<file path="src/rtl/mem_arb_pkg.sv">
// rtl/mem_arb_pkg.sv - shared state encoding and constants for mem_req_arbiter
package mem_arb_pkg;

  typedef enum logic [1:0] {
    IDLE  = 2'd0,
    ISSUE = 2'd1,
    WAIT  = 2'd2,
    RESP  = 2'd3
  } state_t;

  localparam logic [11:0] MEM_XFER_BYTES = 12'd4;
  localparam int          RESP_BIT       = 0;

endpackage

</file>
<file path="src/rtl/mem_rr_pick.sv">
// rtl/mem_rr_pick.sv - combinational round-robin picker: first requester at or after ptr, wrapping
module mem_rr_pick
  import mem_arb_pkg::*;
#(
  parameter int NUM_PORTS = 2,
  parameter int IDX_W     = 1
) (
  input  logic [NUM_PORTS-1:0] req,
  input  logic [IDX_W-1:0]     ptr,
  output logic [NUM_PORTS-1:0] grant,
  output logic [IDX_W-1:0]     idx
);

  logic found;

  // Two ascending passes: ports from ptr upward, then the wrapped ports below ptr.
  always_comb begin
    grant = '0;
    idx   = '0;
    found = 1'b0;
    for (int p = 0; p < NUM_PORTS; p++) begin
      if (!found && req[p] && (p >= int'(ptr))) begin
        found    = 1'b1;
        grant[p] = 1'b1;
        idx      = IDX_W'(p);
      end
    end
    for (int p = 0; p < NUM_PORTS; p++) begin
      if (!found && req[p] && (p < int'(ptr))) begin
        found    = 1'b1;
        grant[p] = 1'b1;
        idx      = IDX_W'(p);
      end
    end
  end

endmodule

</file>
<file path="src/rtl/mem_req_arbiter.sv">
// rtl/mem_req_arbiter.sv - round-robin arbiter of cache ports onto one memory port; MEM_ARB_TIMEOUT_EN adds a WAIT timeout
module mem_req_arbiter
  import mem_arb_pkg::*;
#(
  parameter int NUM_PORTS      = 2,
  parameter int TIMEOUT_CYCLES = 16
) (
  input  logic                    clk,
  input  logic                    rstn,
  input  logic [NUM_PORTS-1:0]    req_valid,
  input  logic [NUM_PORTS-1:0]    req_we,
  input  logic [NUM_PORTS*32-1:0] req_addr,
  input  logic [NUM_PORTS*32-1:0] req_wdata,
  output logic [NUM_PORTS-1:0]    req_ready,
  output logic [NUM_PORTS-1:0]    resp_valid,
  output logic [31:0]             resp_rdata,
  output logic                    resp_err,
  output logic [31:0]             m_addr,
  output logic [31:0]             m_wdata,
  output logic                    m_awvalid,
  output logic                    m_arvalid,
  output logic                    m_wvalid,
  output logic [11:0]             m_wsize,
  output logic [11:0]             m_rsize,
  input  logic [31:0]             m_rdata,
  input  logic                    m_rvalid,
  input  logic [1:0]              m_w_resp,
  input  logic [1:0]              m_r_resp
);

  localparam int IDX_W = $clog2(NUM_PORTS);

  state_t               state, next_state;
  logic [NUM_PORTS-1:0] grant;
  logic [IDX_W-1:0]     grant_idx;
  logic [IDX_W-1:0]     ptr;
  logic [IDX_W-1:0]     port;
  logic                 we_q;
  logic [31:0]          rdata_q;
  logic                 done;
  logic                 timeout;
  logic [31:0]          addr_arr  [NUM_PORTS];
  logic [31:0]          wdata_arr [NUM_PORTS];
  logic                 unused_bits;

  for (genvar g = 0; g < NUM_PORTS; g++) begin : g_unpack
    assign addr_arr[g]  = req_addr[g*32 +: 32];
    assign wdata_arr[g] = req_wdata[g*32 +: 32];
  end

  mem_rr_pick #(
    .NUM_PORTS (NUM_PORTS),
    .IDX_W     (IDX_W)
  ) u_pick (
    .req   (req_valid),
    .ptr   (ptr),
    .grant (grant),
    .idx   (grant_idx)
  );

  // Completion bits only count while waiting on the matching transfer type.
  assign done = (state == WAIT) &&
                (we_q ? m_w_resp[RESP_BIT] : m_r_resp[RESP_BIT]);

`ifdef MEM_ARB_TIMEOUT_EN
  localparam int CNT_W = $clog2(TIMEOUT_CYCLES + 1);
  logic [CNT_W-1:0] wait_cnt;

  always_ff @(posedge clk) begin
    if (!rstn || state != WAIT) wait_cnt <= '0;
    else                        wait_cnt <= wait_cnt + 1'b1;
  end

  assign timeout = (state == WAIT) && !done &&
                   (wait_cnt == CNT_W'(TIMEOUT_CYCLES - 1));

  always_ff @(posedge clk) begin
    if (!rstn)                                    resp_err <= 1'b0;
    else if (state == WAIT && next_state == RESP) resp_err <= timeout;
  end
`else
  assign timeout  = 1'b0;
  assign resp_err = 1'b0;
`endif

  always_ff @(posedge clk) begin
    if (!rstn) state <= IDLE;
    else       state <= next_state;
  end

  always_comb begin
    next_state = state;
    case (state)
      IDLE:    if (|req_valid) next_state = ISSUE;
      ISSUE:   next_state = WAIT;
      WAIT:    if (done || timeout) next_state = RESP;
      RESP:    next_state = IDLE;
      default: next_state = IDLE;
    endcase
  end

  always_comb begin
    req_ready = '0;
    if (rstn && state == IDLE) req_ready = grant;
  end

  always_ff @(posedge clk) begin
    if (!rstn) begin
      ptr        <= '0;
      port       <= '0;
      we_q       <= 1'b0;
      rdata_q    <= '0;
      m_addr     <= '0;
      m_wdata    <= '0;
      m_awvalid  <= 1'b0;
      m_arvalid  <= 1'b0;
      m_wvalid   <= 1'b0;
      resp_valid <= '0;
      resp_rdata <= '0;
    end else begin
      m_awvalid  <= 1'b0;
      m_arvalid  <= 1'b0;
      m_wvalid   <= 1'b0;
      resp_valid <= '0;
      if (state == IDLE && next_state == ISSUE) begin
        port      <= grant_idx;
        we_q      <= req_we[grant_idx];
        rdata_q   <= '0;
        m_addr    <= addr_arr[grant_idx];
        m_wdata   <= wdata_arr[grant_idx];
        m_awvalid <= req_we[grant_idx];
        m_wvalid  <= req_we[grant_idx];
        m_arvalid <= !req_we[grant_idx];
      end
      if (state == WAIT) begin
        if (m_rvalid) rdata_q <= m_rdata;
        if (next_state == RESP) begin
          resp_valid <= {{(NUM_PORTS-1){1'b0}}, 1'b1} << port;
          if (timeout || we_q) resp_rdata <= '0;
          else if (m_rvalid)   resp_rdata <= m_rdata;
          else                 resp_rdata <= rdata_q;
        end
      end
      if (state == RESP) begin
        ptr <= (port == IDX_W'(NUM_PORTS - 1)) ? '0 : port + 1'b1;
      end
    end
  end

  assign m_wsize = MEM_XFER_BYTES;
  assign m_rsize = MEM_XFER_BYTES;

  assign unused_bits = ^{m_w_resp[1], m_r_resp[1], (TIMEOUT_CYCLES > 0)};

endmodule
</file>
<file path="config.mk">
export PLATFORM = sky130hd
export DESIGN_NAME = mem_req_arbiter
export DESIGN_NICKNAME = d
export VERILOG_FILES = /design/src/rtl/mem_arb_pkg.sv /design/src/rtl/mem_rr_pick.sv /design/src/rtl/mem_req_arbiter.sv
export SDC_FILE = /design/constraint.sdc
export NUM_CORES = 1
export LEC_CHECK = 0
export ABC_AREA = 1
export CAP_MARGIN = 20
export CORE_UTILIZATION = 35
export DETAILED_ROUTE_END_ITERATION = 7
export PLACE_DENSITY = 0.7
export SLEW_MARGIN = 20
export SYNTH_ARGS = -nofsm -noshare
export SYNTH_HDL_FRONTEND = slang
export SYNTH_SLANG_ARGS = --single-unit
</file>
<file path="constraint.sdc">
create_clock -name clk -period 1.6 [get_ports clk]
set_input_delay 0.16 -clock clk [delete_from_list [all_inputs] [get_ports clk]]
set_output_delay 0.16 -clock clk [all_outputs]
set_load 0.05 [all_outputs]
</file>
==> summary.md, run 1 <==
| Metric | Value |
|---|---|
| WP data arrival | about 2 ns |
| Finished Layout Cells | 1755 |
| Leftover overflow at the end of global routing | 0 |
| Average wire per cell in the routed design | around 15 µm |
| Area delta synth->final | 62.7% |
| I/O pin cnt | between 200 and 300 |
| Count of final setup violators | 37 |
| Crit path max-delay cell type | sky130_fd_sc_hd__dfxtp_2 |
| CTS H-tree lvls | 4 |
| Starting density of the core | 35.9% |
| Detailed-route via count | 8186 |
| Most common library cell in the layout ignoring fill and taps | sky130_fd_sc_hd__nand2_1 |
| Die Area | 21500 µm² |
| Layout cells sized above 1 | 23.5% |
| Hold Buf Count CTS | 0 |
| Site Rows | 52 |
| Die extent in x | 147 µm |
| Number of standard cells after synthesis | 1192 |
| Total design power | 25.2 mW |
| Critical Path Sink Type | flop |
| Setup repair after global routing missed its margin | true |
| Worst Path Max Fanout | 16 |
| Antenna violations before repair | 1 |
| Unique cell type count in the Yosys netlist | 23 |
| Placer Congestion | 0.843 |
| Clock root buffer master | sky130_fd_sc_hd__clkbuf_16 |
| Number of storage elements in the synthesis netlist | 137 |
| Delay of the slowest critical-path stage | between 0.3 and 0.4 ns |
| Aggregate routed wire length | 25.5 mm |
| Leakage component of the power | between 5 and 6 nW |
| IR Drop Worst-Case VDD | 1.11 mV |
| Number of maximum-capacitance violations | 0 |
| Initial drt markers | about 460 |
| Max Buffers Root-to-Sink | 2 |
| Final worst-path setup slack | -0.0335 ns |
| Final count of pins violating max slew | 0 |
| Final-stage net count | roughly 1600 |
| Critical setup path kind | reg -> reg |
| Detailed-route vias per instance | 4.66 |
| Endpoints failing hold | 0 |
| Critical path buffer and inverter count | 5 |
| GRT Resource Usage Total | 20.9% |
| Power density relative to cell area | between 2000 and 2500 nW/µm² |
| Clock-pin slew on the worst setup and hold paths | 0.06 ns |
| Number of global-route vias before repair | 7231 |
| Part of the cycle the worst path needs | 102% |
| Cell chain of the critical path | inv_4 > ha_4 > buf_6 > inv_4 > nor2_4 > nand3_4 > clkbuf_16 > buf_12 > nand2_1 > nand2_1 > nor2_1 |
| Synthesized area per cell | about 6 µm² |
| Clock buffer count from CTS | 17 |
| Half-perimeter wire length of the detailed placement result | 15.8 mm |
| Cell area after layout | 11900 µm² |
| Fin crit period | 1.63 ns |
| Pre-CTS setup slack | -0.185 ns |
| Required arrival time at the worst endpoint | 1.95 ns |
| Post-detailed-route DRC marker count | 0 |
| Total placed cells including tap cells | 1694 |
| Result of the run | complete, but fails checks |
| Die H | 147 µm |
| Kind of cell adding the most delay to the critical path | buffers and inverters |
| TritonCTS sink count | 137 |
| Fmax | a little over 600 MHz |
| Largest net degree at the start of global routing | 68 |
| Fin Hold WS | roughly 0.12 ns |
| Instance area at placement | ~10000 µm² |
| Sequential area share after synthesis | 37.5% |
| Hold/Removal Path Class | in -> reg |
| Count of antenna-violating nets left after detailed routing | 0 |
| Post-route clock skew | 0.0159 ns |
| Setup TNS after final layout | -0.387 ns |
| TritonCTS clock tree | built |
| Violated checks | setup timing |
| Global-route wire length before repair | 36.3 mm |
| Floorplan Core Area | 20400 µm² |
| Critical Path Source Type | flop |
| Summed instance area of the synthesized netlist | 7310 µm² |
| Total iterations of the first detailed-routing run | 5 |
| Warnings, synthesis | 0 |
| Commonest non-fill, non-tap cells in the layout | sky130_fd_sc_hd__nand2_1 (296), sky130_fd_sc_hd__nor2_1 (204), sky130_fd_sc_hd__clkdlybuf4s50_1 (166) |
| Latest clock arrival within the worst-skew pair | 0.42 ns |
| Post-Route Utilization | 58.4% |
| Port Buf Inserts | 271 |
==> layout make-up <==
cell class	instances	area, µm²
Antenna cell	1	2.50
Clock buffer	21	460
Clock inverter	11	170
Fill cell	1959	8480
Inverter	136	515
Multi-Input combinational cell	834	4020
Sequential cell	137	2750
Tap cell	270	338
Timing Repair Buffer	345	3640
==> power breakdown <==
group          total (mW)  switching (mW)  leakage [nW]  internal [mW]
registers            5.27           0.673          1.12           4.60
clock network        4.24            1.55         0.299           2.69
logic                15.7            9.50          4.34           6.17
==> routing by layer <==
metal  vias to the layer above  global-route usage, %  wire [µm]
li1                       4137                      -          -
met2                       294                   35.8      12400
met4                         0                   6.25        392
met1                      3728                   25.7      10900
met5                         -                      0          0
met3                        27                   5.38       1740
==> cells in the mapped netlist <==
cell type                  number  area share, %
sky130_fd_sc_hd__nand2_1      359             18
sky130_fd_sc_hd__nor2_1       236             12
sky130_fd_sc_hd__dfxtp_1      137             38
sky130_fd_sc_hd__inv_1        135            6.9
sky130_fd_sc_hd__nand3_1       70            4.8
sky130_fd_sc_hd__o21ai_0       65            4.5
sky130_fd_sc_hd__buf_4         31            3.2
sky130_fd_sc_hd__clkbuf_1      31            1.6
sky130_fd_sc_hd__nand4_1       28            2.4
sky130_fd_sc_hd__a21oi_1       23            1.6
sky130_fd_sc_hd__buf_2         23            1.6
sky130_fd_sc_hd__buf_1         15           0.77
sky130_fd_sc_hd__a21oi_2       10            1.2
sky130_fd_sc_hd__nand2_2       10           0.86
sky130_fd_sc_hd__buf_6          7            1.1
sky130_fd_sc_hd__ha_1           4           0.68
sky130_fd_sc_hd__conb_1         2           0.10
sky130_fd_sc_hd__buf_8          1           0.21
sky130_fd_sc_hd__inv_2          1          0.051
sky130_fd_sc_hd__nand3_2        1           0.14
sky130_fd_sc_hd__nor3_2         1           0.14
sky130_fd_sc_hd__nor3b_1        1           0.10
sky130_fd_sc_hd__or2_2          1          0.086
==> final timing paths <==
check | start | end | slack (ns) | depth (start not counted)
setup / recovery | state[0]$_SDFF_PN0_ | m_addr[31]$_SDFFE_PN0P_ | -0.03 | 11
hold / removal | rstn | m_addr[24]$_SDFFE_PN0P_ | 0.12 | 3
setup reg to reg | state[0]$_SDFF_PN0_ | m_addr[31]$_SDFFE_PN0P_ | -0.03 | 11
hold reg to reg | port$_SDFFE_PN0P_ | resp_valid[0]$_SDFF_PN0_ | 0.43 | 1
==> logic make-up after synthesis <==
group	count (synthesis)	share of synthesized area [%]
compound gates	98	7.22
fa+ha+maj	4	0.685
buf+inv	244	15.4
flops	137	37.5
other cells	2	0.103
simple gates	707	39.1
==> worst reg2reg max path, stage by stage, from the launching register on <==
cell and delay (ns):
sky130_fd_sc_hd__dfxtp_2 0.33, sky130_fd_sc_hd__inv_4 0.09, sky130_fd_sc_hd__ha_4 0.16, sky130_fd_sc_hd__buf_6 0.10, sky130_fd_sc_hd__inv_4 0.03, sky130_fd_sc_hd__nor2_4 0.12
sky130_fd_sc_hd__nand3_4 0.14, sky130_fd_sc_hd__clkbuf_16 0.23, sky130_fd_sc_hd__buf_12 0.17, sky130_fd_sc_hd__nand2_1 0.06, sky130_fd_sc_hd__nand2_1 0.04, sky130_fd_sc_hd__nor2_1 0.09
==> sequential cells by signal, indices dropped and copies added, names as in the netlist <==
signal,cells
rdata_q,32
resp_valid,2
port,1
m_arvalid,1
m_wdata,32
m_wvalid,1
we_q,1
resp_rdata,32
ptr,1
m_addr,32
state,2
==> timing repair <==
action	4_1_cts	5_1_grt
gates cloned	0	22
setup buffers	4	3
setup endpoints to repair	131	134
pin swaps	2	26
hold endpoints to repair	0	0
resized for setup	15	153
(Power assumes the default switching activity.)
==> run 2: changes to the inputs <==
Settings changed: CTS_CLUSTER_SIZE set to 25, PLACE_DENSITY 0.7 to 0.67.
Clock period 1.6 ns to 2.12 ns, I/O delays scaled along.
==> summary.md, run 2 (synthesis gave the netlist of run 1 again) <==
| Metric | Value |
|---|---|
| Part of the cycle the worst path needs | 88.8% |
| Die H | 147 µm |
| Global-route wire length before repair | 36.2 mm |
| Average wire per cell in the routed design | 13.2 µm |
| Floorplan Core Area | roughly 20000 µm² |
| Count of antenna-violating nets left after detailed routing | 0 |
| Final worst-path setup slack | 0.238 ns |
| Aggregate routed wire length | 22.4 mm |
| Cell chain of the critical path | inv_1 > ha_1 > nor2_1 > nand3_4 > buf_12 > nand2_1 > nand2_1 > nor2_1 |
| Pre-CTS setup slack | 0.172 ns |
| Detailed-route via count | 7664 |
| Fill cells | 2064 |
| Detailed-route vias per instance | around 4.5 |
| Max transition margin | 37.1% |
| Met2 wire len | 10.6 mm |
| Wire length the detailed router placed on met1 | 9.86 mm |
| Latest clock arrival within the worst-skew pair | 0.42 ns |
| Critical path buffer and inverter count | 2 |
| Post-route clock skew | around 0.010 ns |
| TritonCTS clock tree | built |
| Clock root buffer master | sky130_fd_sc_hd__clkbuf_16 |
| WP data arrival | roughly 2.2 ns |
| Clock-pin slew on the worst setup and hold paths | 0.06 ns |
| Setup TNS after final layout | 0 ns |
| Uppermost layer routed | met4 |
| Largest net degree at the start of global routing | 89 |
| Port Buf Inserts | ~270 |
| Max Buffers Root-to-Sink | 2 |
| Initial drt markers | 457 |
| Delay of the slowest critical-path stage | approximately 0.35 ns |
| Critical Path Source Type | flop |
| Hold path cells | 3 |
| Site Rows | 52 |
| Setup repair after global routing missed its margin | false |
| Final-stage net count | 1591 |
| TritonCTS sink count | 137 |
| Number of maximum-capacitance violations | 0 |
| Crit path max-delay cell type | sky130_fd_sc_hd__dfxtp_1 |
| Slew at the pin closest to its max-slew limit | roughly 0.94 ns |
| Kind of cell adding the most delay to the critical path | simple AND/OR/NAND/NOR gates |
| Post-detailed-route DRC marker count | 0 |
| Total iterations of the first detailed-routing run | 5 |
| Total placed cells including tap cells | 1667 |
| CTS H-tree lvls | 4 |
| Commonest non-fill, non-tap cells in the layout | sky130_fd_sc_hd__nand2_1 (357), sky130_fd_sc_hd__clkdlybuf4s50_1 (267), sky130_fd_sc_hd__nor2_1 (236) |
| Die extent in x | between 100 and 150 µm |
| I/O pin cnt | 299 |
| Total design power | between 15 and 20 mW |
| Buffers inserted by post-CTS timing repair | 0 |
| Worst r2r path cells | 8 |
| Post-Route Utilization | 52.3% |
| Area delta synth->final | 45.7% |
| Clock buffer count from CTS | 17 |
| Worst Path Max Fanout | 88 |
| Fmax | 531 MHz |
| Count of instances resized after the clock tree is built | 0 |
| Met3 WL | 1.33 mm |
| Required arrival time at the worst endpoint | 2.46 ns |
| Leftover overflow at the end of global routing | 0 |
| Half-perimeter wire length of the detailed placement result | ~15 mm |
| Final count of pins violating max slew | 0 |
| GRT Resource Usage Total | 21.0% |
| Critical Path Sink Type | flop |
| Count of final setup violators | 0 |
| Leakage component of the power | 4.99 nW |
| Antenna violations before repair | 1 |
| Finished Layout Cells | 1700 |
| Layout cells sized above 1 | 5.81% |
| Die Area | 21500 µm² |
| Hold Buf Count CTS | 0 |
| Most common library cell in the layout ignoring fill and taps | sky130_fd_sc_hd__nand2_1 |
| Hold/Removal Path Class | in -> reg |
| Starting density of the core | 35.9% |
| Power density relative to cell area | 1440 nW/µm² |
| Number of global-route vias before repair | 7220 |
| Placer Congestion | 0.806 |
| Endpoints failing hold | 0 |
| Fin crit period | 1.88 ns |
| Number of logic stages on the critical path including buffering | 8 |
| IR Drop Worst-Case VDD | between 0.7 and 0.8 mV |
| Result of the run | finished, final reports clean |
| Critical setup path kind | reg -> reg |
-- run 2: cell count changes in the layout (fill, tap and decap cells not counted), moves of 5 or more --
| cell | delta |
|---|---|
| sky130_fd_sc_hd__nor2_2 | -28 |
| sky130_fd_sc_hd__a21oi_2 | -10 |
| sky130_fd_sc_hd__buf_6 | -5 |
| sky130_fd_sc_hd__clkbuf_16 | -14 |
| sky130_fd_sc_hd__buf_4 | -115 |
| sky130_fd_sc_hd__nand2_2 | -34 |
| sky130_fd_sc_hd__clkdlybuf4s50_1 | +101 |
| sky130_fd_sc_hd__a21oi_1 | +10 |
| sky130_fd_sc_hd__nor2_1 | +32 |
| sky130_fd_sc_hd__buf_12 | -16 |
| sky130_fd_sc_hd__nand2_1 | +61 |
| sky130_fd_sc_hd__nand2_4 | -27 |
-- run 2: path summary, 6_finish.rpt --
| kind | from | endpoint | slack, ns |
|---|---|---|---|
| worst min register to register | port$_SDFFE_PN0P_ | resp_valid[0]$_SDFF_PN0_ | 0.44 |
| worst max register to register | state[0]$_SDFF_PN0_ | m_wdata[30]$_SDFFE_PN0P_ | 0.24 |
| worst max-delay path | state[0]$_SDFF_PN0_ | m_wdata[30]$_SDFFE_PN0P_ | 0.24 |
| worst min-delay path | rstn | ptr$_SDFFE_PN0N_ | 0.09 |
-- run 2: final cells by class --
| class | instances | area, µm² | share of cell area (%) |
|---|---|---|---|
| inverter | 136 | 510 | 4.79 |
| tap | 270 | 338 | 3.17 |
| clock inverter | 14 | 124 | 1.16 |
| clock buffer | 18 | 439 | 4.12 |
| antenna | 1 | 2.50 | 0.0235 |
| sequential | 137 | 2740 | 25.8 |
| multi-input combinational | 834 | 3550 | 33.3 |
| timing repair buffer | 290 | 2940 | 27.6 |
-- run 2: report_power, final --
| group | internal, mW | switching [mW] |
|---|---|---|
| logic | 2.77 | 5.82 |
| registers | 3.47 | 0.443 |
| clock network | 1.65 | 1.19 |
-- run 2: per-stage QoR --
stage / hold slack, ns / instance area, µm²
detailed placement: 0.437 / 10100
CTS: 0.0728 / 10600
finish: 0.0860 / 10600
floorplan: 0.405 / 7400
global route: 0.0896 / 10600
global placement: 0.434 / 10100
-- run 2: worst reg2reg max path, stage by stage (launching register included) --
cell and delay [ns]:
sky130_fd_sc_hd__dfxtp_1 0.35, sky130_fd_sc_hd__inv_1 0.11, sky130_fd_sc_hd__ha_1 0.35, sky130_fd_sc_hd__nor2_1 0.30, sky130_fd_sc_hd__nand3_4 0.15, sky130_fd_sc_hd__buf_12 0.25
sky130_fd_sc_hd__nand2_1 0.13, sky130_fd_sc_hd__nand2_1 0.06, sky130_fd_sc_hd__nor2_1 0.13
-- run 2: routing by layer --
| metal | up-vias | GRT usage, % |
|---|---|---|
| met5 | - | 0 |
| li1 | 4011 | - |
| met2 | 233 | 35.5 |
| met4 | 0 | 8.65 |
| met3 | 34 | 5.31 |
| met1 | 3386 | 25.3 |
==> run 3: changes to the inputs <==
Settings changed: ABC_CLOCK_PERIOD_IN_PS set to 2120.
==> results of run 3 <==
No change in the layout: final DEF, timing and power equal those of run 2.
